===== config.mk =====
export PLATFORM = sky130hd
export DESIGN_NAME = imem_fetch_unit
export DESIGN_NICKNAME = d
export VERILOG_FILES = /design/src/rtl/imem_fetch_unit.sv
export SDC_FILE = /design/constraint.sdc
export NUM_CORES = 1
export LEC_CHECK = 0
export CORE_ASPECT_RATIO = 2
export CORE_UTILIZATION = 47
export DETAILED_ROUTE_END_ITERATION = 16
export PLACE_DENSITY_LB_ADDON = 0.15
export SLEW_MARGIN = 15
export SYNTH_ARGS = -nofsm -noshare
export SYNTH_HDL_FRONTEND = slang
export SYNTH_SLANG_ARGS = --single-unit

===== constraint.sdc =====
create_clock -name clock -period 4.6 [get_ports clock]
set_input_delay 0.92 -clock clock [delete_from_list [all_inputs] [get_ports clock]]
set_output_delay 0.92 -clock clock [all_outputs]
set_load 0.005 [all_outputs]

===== src/rtl/imem_fetch_unit.sv =====
// imem_fetch_unit
//   Instruction-fetch initiator for the instruction memory's combinational read
//   port. It keeps the PC, reads one word per cycle and hands {instr, pc} to
//   decode over a valid/ready handshake. It also handles redirect flushes,
//   decode back-pressure and misaligned-target faults.
//
//   Optional feature macro: FETCH_BUF_EN
//     defined   -> 2-entry output FIFO, so a single decode stall costs no bubble
//     undefined -> single output register (depth 1)
//
//   Buffer organisation: slot0 is always the head entry and drives
//   out_instr/out_pc directly. Because of that, the outputs keep their last
//   value whenever the buffer is empty or has been flushed. slot1 exists only
//   in the buffered build and holds the second entry.

module imem_fetch_unit #(
  parameter int ADDRWIDTH = 32,
  parameter int DATAWIDTH = 32,
  parameter logic [ADDRWIDTH-1:0] RESET_PC = ADDRWIDTH'(32'h01000000)
) (
  input  logic                 clock,
  input  logic                 reset,
  input  logic                 fetch_en,
  input  logic                 redirect_valid,
  input  logic [ADDRWIDTH-1:0] redirect_target,
  output logic                 out_valid,
  input  logic                 out_ready,
  output logic [DATAWIDTH-1:0] out_instr,
  output logic [ADDRWIDTH-1:0] out_pc,
  output logic                 fault,
  output logic [ADDRWIDTH-1:0] fault_pc,
  output logic [ADDRWIDTH-1:0] imem_address,
  output logic                 imem_read_write,
  output logic [DATAWIDTH-1:0] imem_data_in,
  input  logic [DATAWIDTH-1:0] imem_data_out
);

  // Buffer depth depends on the build option. The occupancy counter is wide
  // enough for the two-entry case.
`ifdef FETCH_BUF_EN
  localparam logic [1:0] DEPTH = 2'd2;
`else
  localparam logic [1:0] DEPTH = 2'd1;
`endif

  localparam logic [DATAWIDTH-1:0] NOP_INSTR = DATAWIDTH'(32'h00000013);
  localparam logic [ADDRWIDTH-1:0] PC_STEP   = ADDRWIDTH'(4);

  typedef enum logic {
    RUN   = 1'b0,
    FAULT = 1'b1
  } fetch_state_t;

  fetch_state_t         state;
  fetch_state_t         state_next;

  logic [ADDRWIDTH-1:0] pc;
  logic [1:0]           count;
  logic [1:0]           count_next;

  logic [DATAWIDTH-1:0] slot0_instr;
  logic [ADDRWIDTH-1:0] slot0_pc;
`ifdef FETCH_BUF_EN
  logic [DATAWIDTH-1:0] slot1_instr;
  logic [ADDRWIDTH-1:0] slot1_pc;
`endif

  logic                 pop;
  logic                 push;
  logic                 room;
  logic                 target_aligned;

  // The memory port is read-only and is addressed straight from the PC register.
  assign imem_address    = pc;
  assign imem_read_write = 1'b0;
  assign imem_data_in    = '0;

  // The head slot drives decode. Valid means the buffer holds at least one entry.
  assign out_valid = (count != 2'd0);
  assign out_instr = slot0_instr;
  assign out_pc    = slot0_pc;

  assign target_aligned = (redirect_target[1:0] == 2'b00);

  // This register holds the FSM state. Reset returns it to RUN.
  always_ff @(posedge clock) begin
    if (reset) begin
      state <= RUN;
    end else begin
      state <= state_next;
    end
  end

  // This block computes the next state, the handshake decisions and the next occupancy.
  // A redirect overrides everything: it flushes the buffer and voids any
  // pop on the same edge. In FAULT the buffer is already empty and nothing is pushed.
  always_comb begin
    state_next = state;
    pop        = 1'b0;
    push       = 1'b0;
    room       = 1'b0;
    count_next = count;

    if (redirect_valid) begin
      count_next = 2'd0;
      state_next = target_aligned ? RUN : FAULT;
    end else begin
      pop        = out_valid & out_ready;
      room       = (count < DEPTH) | pop;
      push       = (state == RUN) & fetch_en & room;
      count_next = count + 2'(push) - 2'(pop);
    end
  end

  // This block updates the PC and the fault record.
  // An aligned redirect loads the target and clears the fault. A misaligned
  // redirect records the target and leaves the PC unchanged. Otherwise the PC
  // advances by one word on each push and wraps naturally at the top of the address space.
  always_ff @(posedge clock) begin
    if (reset) begin
      pc       <= RESET_PC;
      fault    <= 1'b0;
      fault_pc <= '0;
    end else if (redirect_valid) begin
      if (target_aligned) begin
        pc    <= redirect_target;
        fault <= 1'b0;
      end else begin
        fault    <= 1'b1;
        fault_pc <= redirect_target;
      end
    end else if (push) begin
      pc <= pc + PC_STEP;
    end
  end

  // This block tracks buffer occupancy. A flush only zeroes the count.
  // The slot contents stay put, so the outputs hold their last values.
  always_ff @(posedge clock) begin
    if (reset) begin
      count <= 2'd0;
    end else begin
      count <= count_next;
    end
  end

`ifdef FETCH_BUF_EN
  // This block updates the two-entry FIFO slots.
  // A new word lands in slot0 when the head position becomes free on this
  // edge. Otherwise it lands in slot1. A pop from a full buffer moves slot1 up into slot0.
  always_ff @(posedge clock) begin
    if (reset) begin
      slot0_instr <= NOP_INSTR;
      slot0_pc    <= '0;
      slot1_instr <= '0;
      slot1_pc    <= '0;
    end else if (!redirect_valid) begin
      if (pop && (count == 2'd2)) begin
        slot0_instr <= slot1_instr;
        slot0_pc    <= slot1_pc;
      end
      if (push) begin
        if ((count == 2'd0) || (pop && (count == 2'd1))) begin
          slot0_instr <= imem_data_out;
          slot0_pc    <= pc;
        end else begin
          slot1_instr <= imem_data_out;
          slot1_pc    <= pc;
        end
      end
    end
  end
`else
  // This block updates the single output register.
  // A push only happens when the register is empty or is being popped, so the new word always replaces the head.
  always_ff @(posedge clock) begin
    if (reset) begin
      slot0_instr <= NOP_INSTR;
      slot0_pc    <= '0;
    end else if (!redirect_valid && push) begin
      slot0_instr <= imem_data_out;
      slot0_pc    <= pc;
    end
  end
`endif

endmodule


# Yosys cells after proc, flatten, opt, wreduce, memory -nomap -nowiden
# Index checks and enable logic that the tools add are counted.
[totals] register_bits=131 word_cells=30
[classes] addsub=3 order_cmp=1 n_eq_ne=1 muxes=5 n_bitwise=6 reduce_logical=8
[op_table] operator="$mux W32" n=3
[op_table] operator="$add A32 B3 Y32 const B" n=1
[op_table] operator="$reduce_and A2 Y1" n=2
[op_table] operator="$reduce_bool A2 Y1" n=2
[op_table] operator="$and A1 B1 Y1" n=3
[op_table] operator="$add A2 B1 Y2" n=1
[op_table] operator="$logic_not A2 Y1" n=1
[op_table] operator="$lt A2 B1 Y1 const B" n=1
[op_table] operator="$mux W1" n=2
[op_table] operator="$ne A2 B1 Y1 const B" n=1
[op_table] operator="$not A1 Y1" n=2
[op_table] operator="$reduce_or A2 Y1" n=1
[op_table] operator="$sub A2 B1 Y2" n=1
[op_table] operator="$logic_and A1 B1 Y1" n=1
[op_table] operator="$logic_not A1 Y1" n=1
[op_table] operator="$or A1 B1 Y1" n=1

# Longest topological paths before layout
# Gate-level depths: netlist of run 1.
[depth] ltp_word=7 mapped_depth=7 depth_no_buf=6

# Least setup slack after synthesis of run 1
# No wires, ideal clock.
[synth_path] path_kind="input port to flip-flop" from="input port out_ready" to="register pc[29] (netlist: imem_address[29])" setup_ns=0.134 arrival_ns=2.033 slack_ns=2.433 cell_stages=7 path_buffers=2 path_cell_list="o21bai_1 nand2_1 clkbuf_1 clkbuf_1 nor2_1 mux2i_1 o22ai_1"
[synth_between] elab_chain_len=6
[synth_lines] element="start: declaration" line="27" rtl="input logic out_ready,"
[synth_lines] element="$and A1 B1 Y1" line="108" rtl="pop = out_valid & out_ready;"
[synth_lines] element="$or A1 B1 Y1" line="109" rtl="room = (count < DEPTH) | pop;"
[synth_lines] element="$and A1 B1 Y1" line="110" rtl="push = (state == RUN) & fetch_en & room;"
[synth_lines] element="$mux W1" line="104" rtl="if (redirect_valid) begin"
[synth_lines] element="$reduce_bool A2 Y1 (no source line)"
[synth_lines] element="$reduce_and A2 Y1 (no source line)"
[synth_lines] element="end signal: assignment" line="126" rtl="pc <= redirect_target;"
[synth_lines] element="end signal: assignment" line="133" rtl="pc <= pc + PC_STEP;"
[synth_lines] element="end: declaration" line="57" rtl="logic [ADDRWIDTH-1:0] pc;"
# Every way passes these cells.
# A chain may end at the register's enable or synchronous reset.

# Worst setup path after layout of run 1
[layout_path] from="input port out_ready" to="register pc[5] (netlist: imem_address[5])"
# The elaborated chain is that of the path after synthesis.

==> results of run 1 <==
==> final cells by class <==
class                           count  area, sq um  area share
Clock buffer                       20          447      0.0539
Clock inverter                     12          251      0.0303
Inverter                            4         15.0     0.00181
Multi-Input combinational cell    540         2730       0.330
Sequential cell                   131         2620       0.316
Tap cell                          145          181      0.0219
Timing Repair Buffer              206         2040       0.246
==> report_power, final <==
group | internal [mW] | total (mW) | switching (mW) | leakage [nW]
Clock | 1.09 | 1.59 | 0.505 | 0.331
Combinational | 0.185 | 0.354 | 0.169 | 1.70
Sequential | 1.19 | 1.24 | 0.0502 | 1.07
==> synth_stat cells (2+ instances only) <==
cell type  count  area (sq um)
nor3_2         2          20.0
buf_2          8          40.0
nor4_1         3          18.8
and4_1         2          17.5
o21ai_0        8          40.0
ha_1           2          25.0
dfxtp_1      131          2620
nand3b_1       3          22.5
nor2_1        35           131
a22oi_1        8          60.1
or2_2          5          31.3
nor3_1         6          30.0
o22ai_1       16           100
buf_4         33           248
nand4_1       14          87.6
inv_1          4          15.0
a21boi_0       8          60.1
mux2i_1       16           160
nand3_1       19          95.1
and3_1         8          50.1
a222oi_1       2          20.0
buf_6          3          33.8
a31oi_1        5          31.3
a211oi_1       3          22.5
a21oi_1      109           546
nand2_1      207           777
and2_1         4          25.0
and4b_1        2          20.0
clkbuf_1      35           131
==> metrics by stage <==
stage | setup WS (ns) | hold WS [ns] | total power, mW | area, sq um | instances
2_1_floorplan | 2.43 | 0.450 | 1.42 | 5830 | 757
3_3_place_gp | 1.39 | 0.440 | 1.60 | 7590 | 1026
5_1_grt | 1.60 | 0.471 | 3.29 | 8290 | 1058
6_report | 1.77 | 0.452 | 3.18 | 8290 | 1058
3_5_place_dp | 1.34 | 0.446 | 1.61 | 7590 | 1026
4_1_cts | 1.75 | 0.454 | 3.20 | 8290 | 1058
==> cells by family after synthesis <==
| family | count (synthesis) |
|---|---|
| and+or+nand+nor | 321 |
| AOI/OAI and AO/OA | 167 |
| buffers and inverters | 86 |
| xor gates and xnor gates | 1 |
| adders and majority gates | 2 |
| other | 1 |
| muxes | 16 |
| DFF | 131 |
==> metal layers <==
| layer | wire (microns) | share of wire |
|---|---|---|
| met4 | 708 | 0.041 |
| met2 | 9690 | 0.56 |
| met1 | 5900 | 0.34 |
| met3 | 980 | 0.057 |
| met5 | 0 | 0 |
==> layout by cell type, fill, tap and decap left out, drive strengths merged, types with 3 or more instances in the layout <==
cell type,instances
and2,4
bufinv,7
a211oi,3
or4,3
clkdlybuf4s50,197
mux2i,16
o22ai,16
nand2,208
o21ai,9
clkbuf,20
nand4,15
or2,5
nand3b,3
nor3,8
and3,8
a21oi,110
buf,9
nor2,35
a21boi,8
inv,5
a22oi,8
dfxtp,131
a31oi,5
conb,33
nand3,19
nor4,4
==> worst max-delay path, cell delays in order <==
cell	delay [ns]
clkdlybuf4s50_1	0.46
o21bai_1	0.28
nand2_4	0.48
buf_4	0.48
o21ai_0	0.15
a222oi_1	0.25
nor2_1	0.08
==> path summary, 6_finish.rpt <==
path	startpoint	end	slack, ns	cells after the start
setup reg to reg	imem_address[2]	imem_address[26]	2.34	6
setup / recovery	out_ready	imem_address[5]	1.77	7
hold / removal	out_instr[11]	out_instr[11]	0.45	2
hold reg to reg	out_instr[11]	out_instr[11]	0.45	2
==> registers in the layout, indices dropped and copies added, names as in the netlist <==
name	flops
out_pc	32
fault	1
imem_address	32
fault_pc	32
count	2
out_instr	32
==> results.md, run 1 <==
- Class of the most critical setup path: in -> reg
- I/O Buffers: between 150 and 200
- Antenna violations before repair: 0
- Final critical-path share of the clock period: 0.615
- CP startpoint kind: primary input
- WL per Instance: 16.3 microns
- Number of fill cells: between 900 and 1000
- Flip-flop and latch count after synthesis: about 130
- Total of hold buffers inserted after clock tree synthesis: 0
- Vias per inst: about 5.4
- Total number of H-tree levels: 4
- Data arrival time of the critical path: between 3 and 4 ns
- Area Overhead vs Synth: 45.2%
- Power density normalized to cell area: approximately 380 nW/um^2
- Max-cap check violation count: 0
- Largest family of logic cells by synthesized area: simple AND/OR/NAND/NOR gates
- I/O Pins: 232
- Post-synthesis cell area: 5710 sq um
- Tightest Hold Check Type: reg -> reg
- Count of unresolved DRC violations after routing: 0
- Xor/xnor cell area share of the yosys netlist: 0.00153
- Post-synth EDFFs: 0
- Final nets: just under 1000
- First-pass GRT wire length: around 27000 microns
- Final-report hold violation count: 0
- Most utilized layer in the global route result: met2
- Number of synthesis warnings: 0
- Global-route track usage on met3: 0.0588
- Number of buffers between clock root and the deepest sink: 2
- Leakage power total: approximately 3.1 nW
- Clock root buffer: clkbuf_16
- Setup repair bufs after CTS: 0
- Clock Sink Count: ~130
- Pin count of the biggest net entering global routing: 85
- DRC marker count from the first detailed-route iteration: 467
- Max-slew violations: 0
- Floorplan row count: 56
- Clk slew on worst S/H paths: ~0.060 ns
- Avg Inst Size Synth: just under 8 sq um
- Peak fanout along the critical path: 55
- Share of synthesized registers carrying an async set or reset: 0
- Core region area: around 12000 sq um
- Setup repair after global routing missed its margin: no
- Worst voltage drop across the vdd grid: 0.000336 V
- Antenna diodes: 0
- Effective utilization at floorplan: 0.485
- Top achievable clock speed: between 300 and 400 MHz
- Simple-gate portion of the synthesized area: 0.254
- Router iterations before antenna repair: 5
- GR Layer Usage met1: 0.264
- Die span in y: around 160 microns
- Met2 global-route usage: 0.527
- Last weighted congestion value of the routability-driven placer: 0.847
- Share of the yosys chip area belonging to registers: 0.459
- Final worst path period need: approximately 2.8 ns
- Post-route antenna net violation count: 0
- Final standard cell utilization of the core: 0.704
- Die X-Extent: roughly 80 microns
- Share of final-layout standard cells stronger than drive strength 1: 0.0646
- Status: finished clean
- Via count: about 5700
- Final wirelength: about 17000 microns
- Worst setup EP type: flip-flop
- Post-CTS sizing: 0
- Number of buffers added by the clock tree synthesis step: 17
- Worst relative slew slack: 0.354
- Post-synthesis cell count: 725
- Post-synth top flop: dfxtp_1
- Vias in the first global route: approximately 5500
- Remaining global-route overflow: 0
- Placed wire-length estimate after detailed placement: 12200 microns
- Clock insertion delay at the later pin of the skew report: approximately 0.41 ns
- Clock tree from TritonCTS: done
- Accumulated negative setup slack: 0 ns
- Post-synthesis adder-cell area fraction: 0.00438
- Setup-failing EPs final: 0
- Data required, critical path: 4.88 ns
- Area fraction in compound gates after synthesis: 0.165
- Actual slew at the worst max-slew pin: 0.969 ns
- Final worst clock skew: 0.00645 ns
- Full die area: 12600 sq um
- Fraction of synthesized area in multiplexers: 0.0281
- Total routing resource utilization after global routing: 0.278
- Unique masters post-synth: 53
Power figures use the tool's default switching activity.
==> inputs of run 2 (changes only) <==
--- a/config.mk
+++ b/config.mk
@@ -6,7 +6,7 @@
 export NUM_CORES = 1
 export LEC_CHECK = 0
 export CORE_ASPECT_RATIO = 2
-export CORE_UTILIZATION = 47
+export CORE_UTILIZATION = 43
 export DETAILED_ROUTE_END_ITERATION = 16
 export PLACE_DENSITY_LB_ADDON = 0.15
 export SLEW_MARGIN = 15
==> constraint.sdc (replaced) <==
create_clock -name clock -period 2.65 [get_ports clock]
set_input_delay 0.53 -clock clock [delete_from_list [all_inputs] [get_ports clock]]
set_output_delay 0.53 -clock clock [all_outputs]
set_load 0.005 [all_outputs]
==> results.md, run 2 (synthesized netlist as in run 1, its figures left out) <==
- Most frequent standard cell in the layout excluding fill and tap cells: nand2_1
- DRC marker count from the first detailed-route iteration: 324
- Setup slack on the worst flop-to-flop path: about 0.57 ns
- Startpoint of the worst hold path: out_instr[5]
- Floorplan row count: 59
- Worst voltage drop across the vdd grid: 0.000512 V
- Total routing resource utilization after global routing: 0.252
- Setup repair after global routing missed its margin: no
- Core region area: 13000 sq um
- Final nets: just under 1000
- I/O Buffers: ~200
- WL per Instance: around 17 microns
- Count of unresolved DRC violations after routing: 0
- Clock Sink Count: roughly 130
- Area Overhead vs Synth: 47.6%
- Accumulated negative setup slack: 0 ns
- Remaining global-route overflow: 0
- Reg-to-reg critical path startpoint: imem_address[2]
- Clock insertion delay at the later pin of the skew report: a little over 0.4 ns
- Share of final-layout standard cells stronger than drive strength 1: 0.0848
- Placed cell count: between 1000 and 1500
- Tightest Hold Check Type: reg -> reg
- Leakage power total: ~3.2 nW
- Total number of H-tree levels: 4
- Effective utilization at floorplan: 0.439
- Post-route antenna net violation count: 0
- Final worst path period need: 2.17 ns
- Final-report hold violation count: 0
- Clock root buffer: clkbuf_16
- Class of the most critical setup path: in -> reg
- Worst relative slew slack: 0.590
- Power density normalized to cell area: 653 nW/um^2
- Most frequent cells in the layout: nand2_1, clkdlybuf4s50_1, dfxtp_1
- Data arrival time of the critical path: roughly 2.4 ns
- Worst Hold Margin: about 0.45 ns
- Pin count of the biggest net entering global routing: 44
- Full die area: ~14000 sq um
- Data required, critical path: 2.92 ns
- Antenna violations before repair: 0
- Actual slew at the worst max-slew pin: just over 0.6 ns
- Via count: around 5800
- Clock tree from TritonCTS: done
- Vias per inst: about 5.4
- Final critical-path share of the clock period: 0.819
- Max-cap check violation count: 0
- Router iterations before antenna repair: 6
- Max-slew violations: 0
- Endpoint of the worst register-to-register path: imem_address[26]
- Clk slew on worst S/H paths: approximately 0.060 ns
- Die span in y: between 150 and 200 microns
- Setup-failing EPs final: 0
- Number of cells traversed by the worst hold path: 2
- I/O Pins: about 230
- Non-filler cells in the finished layout: 1084
- Die X-Extent: around 83 microns
- Post-CTS sizing: 0
- Status: finished clean
- First-pass GRT wire length: ~27000 microns
- Antenna diodes: 0
- Worst setup EP type: flip-flop
- Final wirelength: between 15000 and 20000 microns
- CP startpoint kind: primary input
- Vias in the first global route: 5474
- Last weighted congestion value of the routability-driven placer: 0.858
- Top achievable clock speed: approximately 460 MHz
- Number of buffers between clock root and the deepest sink: 2
- Number of buffers added by the clock tree synthesis step: 17
- Hold-critical path endpoint: out_instr[5]
- Peak fanout along the critical path: 26
- Cell depth of the worst flop-to-flop path: 6
- Final worst clock skew: roughly 0.0066 ns
- Total of hold buffers inserted after clock tree synthesis: 0
- Placed wire-length estimate after detailed placement: about 13000 microns
- Setup repair bufs after CTS: 0
-- run 2: changes by cell type in the layout (fill, tap and decap cells not counted), sizes merged --
cell | before | now
clkinv | 2 | 3
bufinv | 7 | 6
buf | 9 | 28
-- run 2: routing by layer --
metal	vias to the layer above	track usage	part of all wire
met5	-	0	0
met4	0	0.123	0.034
met1	2769	0.257	0.35
li1	2797	-	-
met2	228	0.487	0.57
met3	36	0.0465	0.047
-- run 2: how the worst max path moves through the flow --
stage          slack, ns  cells after the start                to            start
6_report            0.48                      7  imem_address[26]         fetch_en
5_1_grt             0.41                      7  imem_address[26]         fetch_en
4_1_cts             0.50                      7  imem_address[26]         fetch_en
3_5_place_dp        0.13                      7  imem_address[26]         fetch_en
3_3_place_gp        0.18                      7  imem_address[25]         fetch_en
2_1_floorplan       0.81                      6  imem_address[16]  imem_address[2]
-- run 2: per-stage QoR --
stage          power (mW)  setup WS, ns  instance area [sq um]  utilization
6_report             5.50         0.481                   8430        0.648
5_1_grt              5.68         0.409                   8430        0.648
4_1_cts              5.54         0.496                   8430        0.648
3_5_place_dp         2.83         0.127                   7740        0.596
3_3_place_gp         2.81         0.180                   7740        0.596
2_1_floorplan        2.47         0.807                   5830            -
-- run 2: final cells by class --
class | count | area (sq um)
Clock buffer | 20 | 457
Clock inverter | 12 | 226
Fill cell | 1115 | 4570
Inverter | 4 | 15.0
Multi-Input combinational cell | 540 | 2730
Sequential cell | 131 | 2620
Tap cell | 152 | 190
Timing Repair Buffer | 225 | 2180
-- run 2: power breakdown --
group	leakage, nW	switching [mW]	internal (mW)
sequential	1.07	0.0733	2.06
clock	0.327	0.887	1.82
combinational	1.80	0.319	0.342
-- run 2: worst max-delay path, cell delays in order --
cell and delay (ns):
clkdlybuf4s50_1 0.47, nor3b_2 0.41, nand2_4 0.26, buf_4 0.30, nand3_1 0.10, a21boi_0 0.23, o22ai_1 0.13
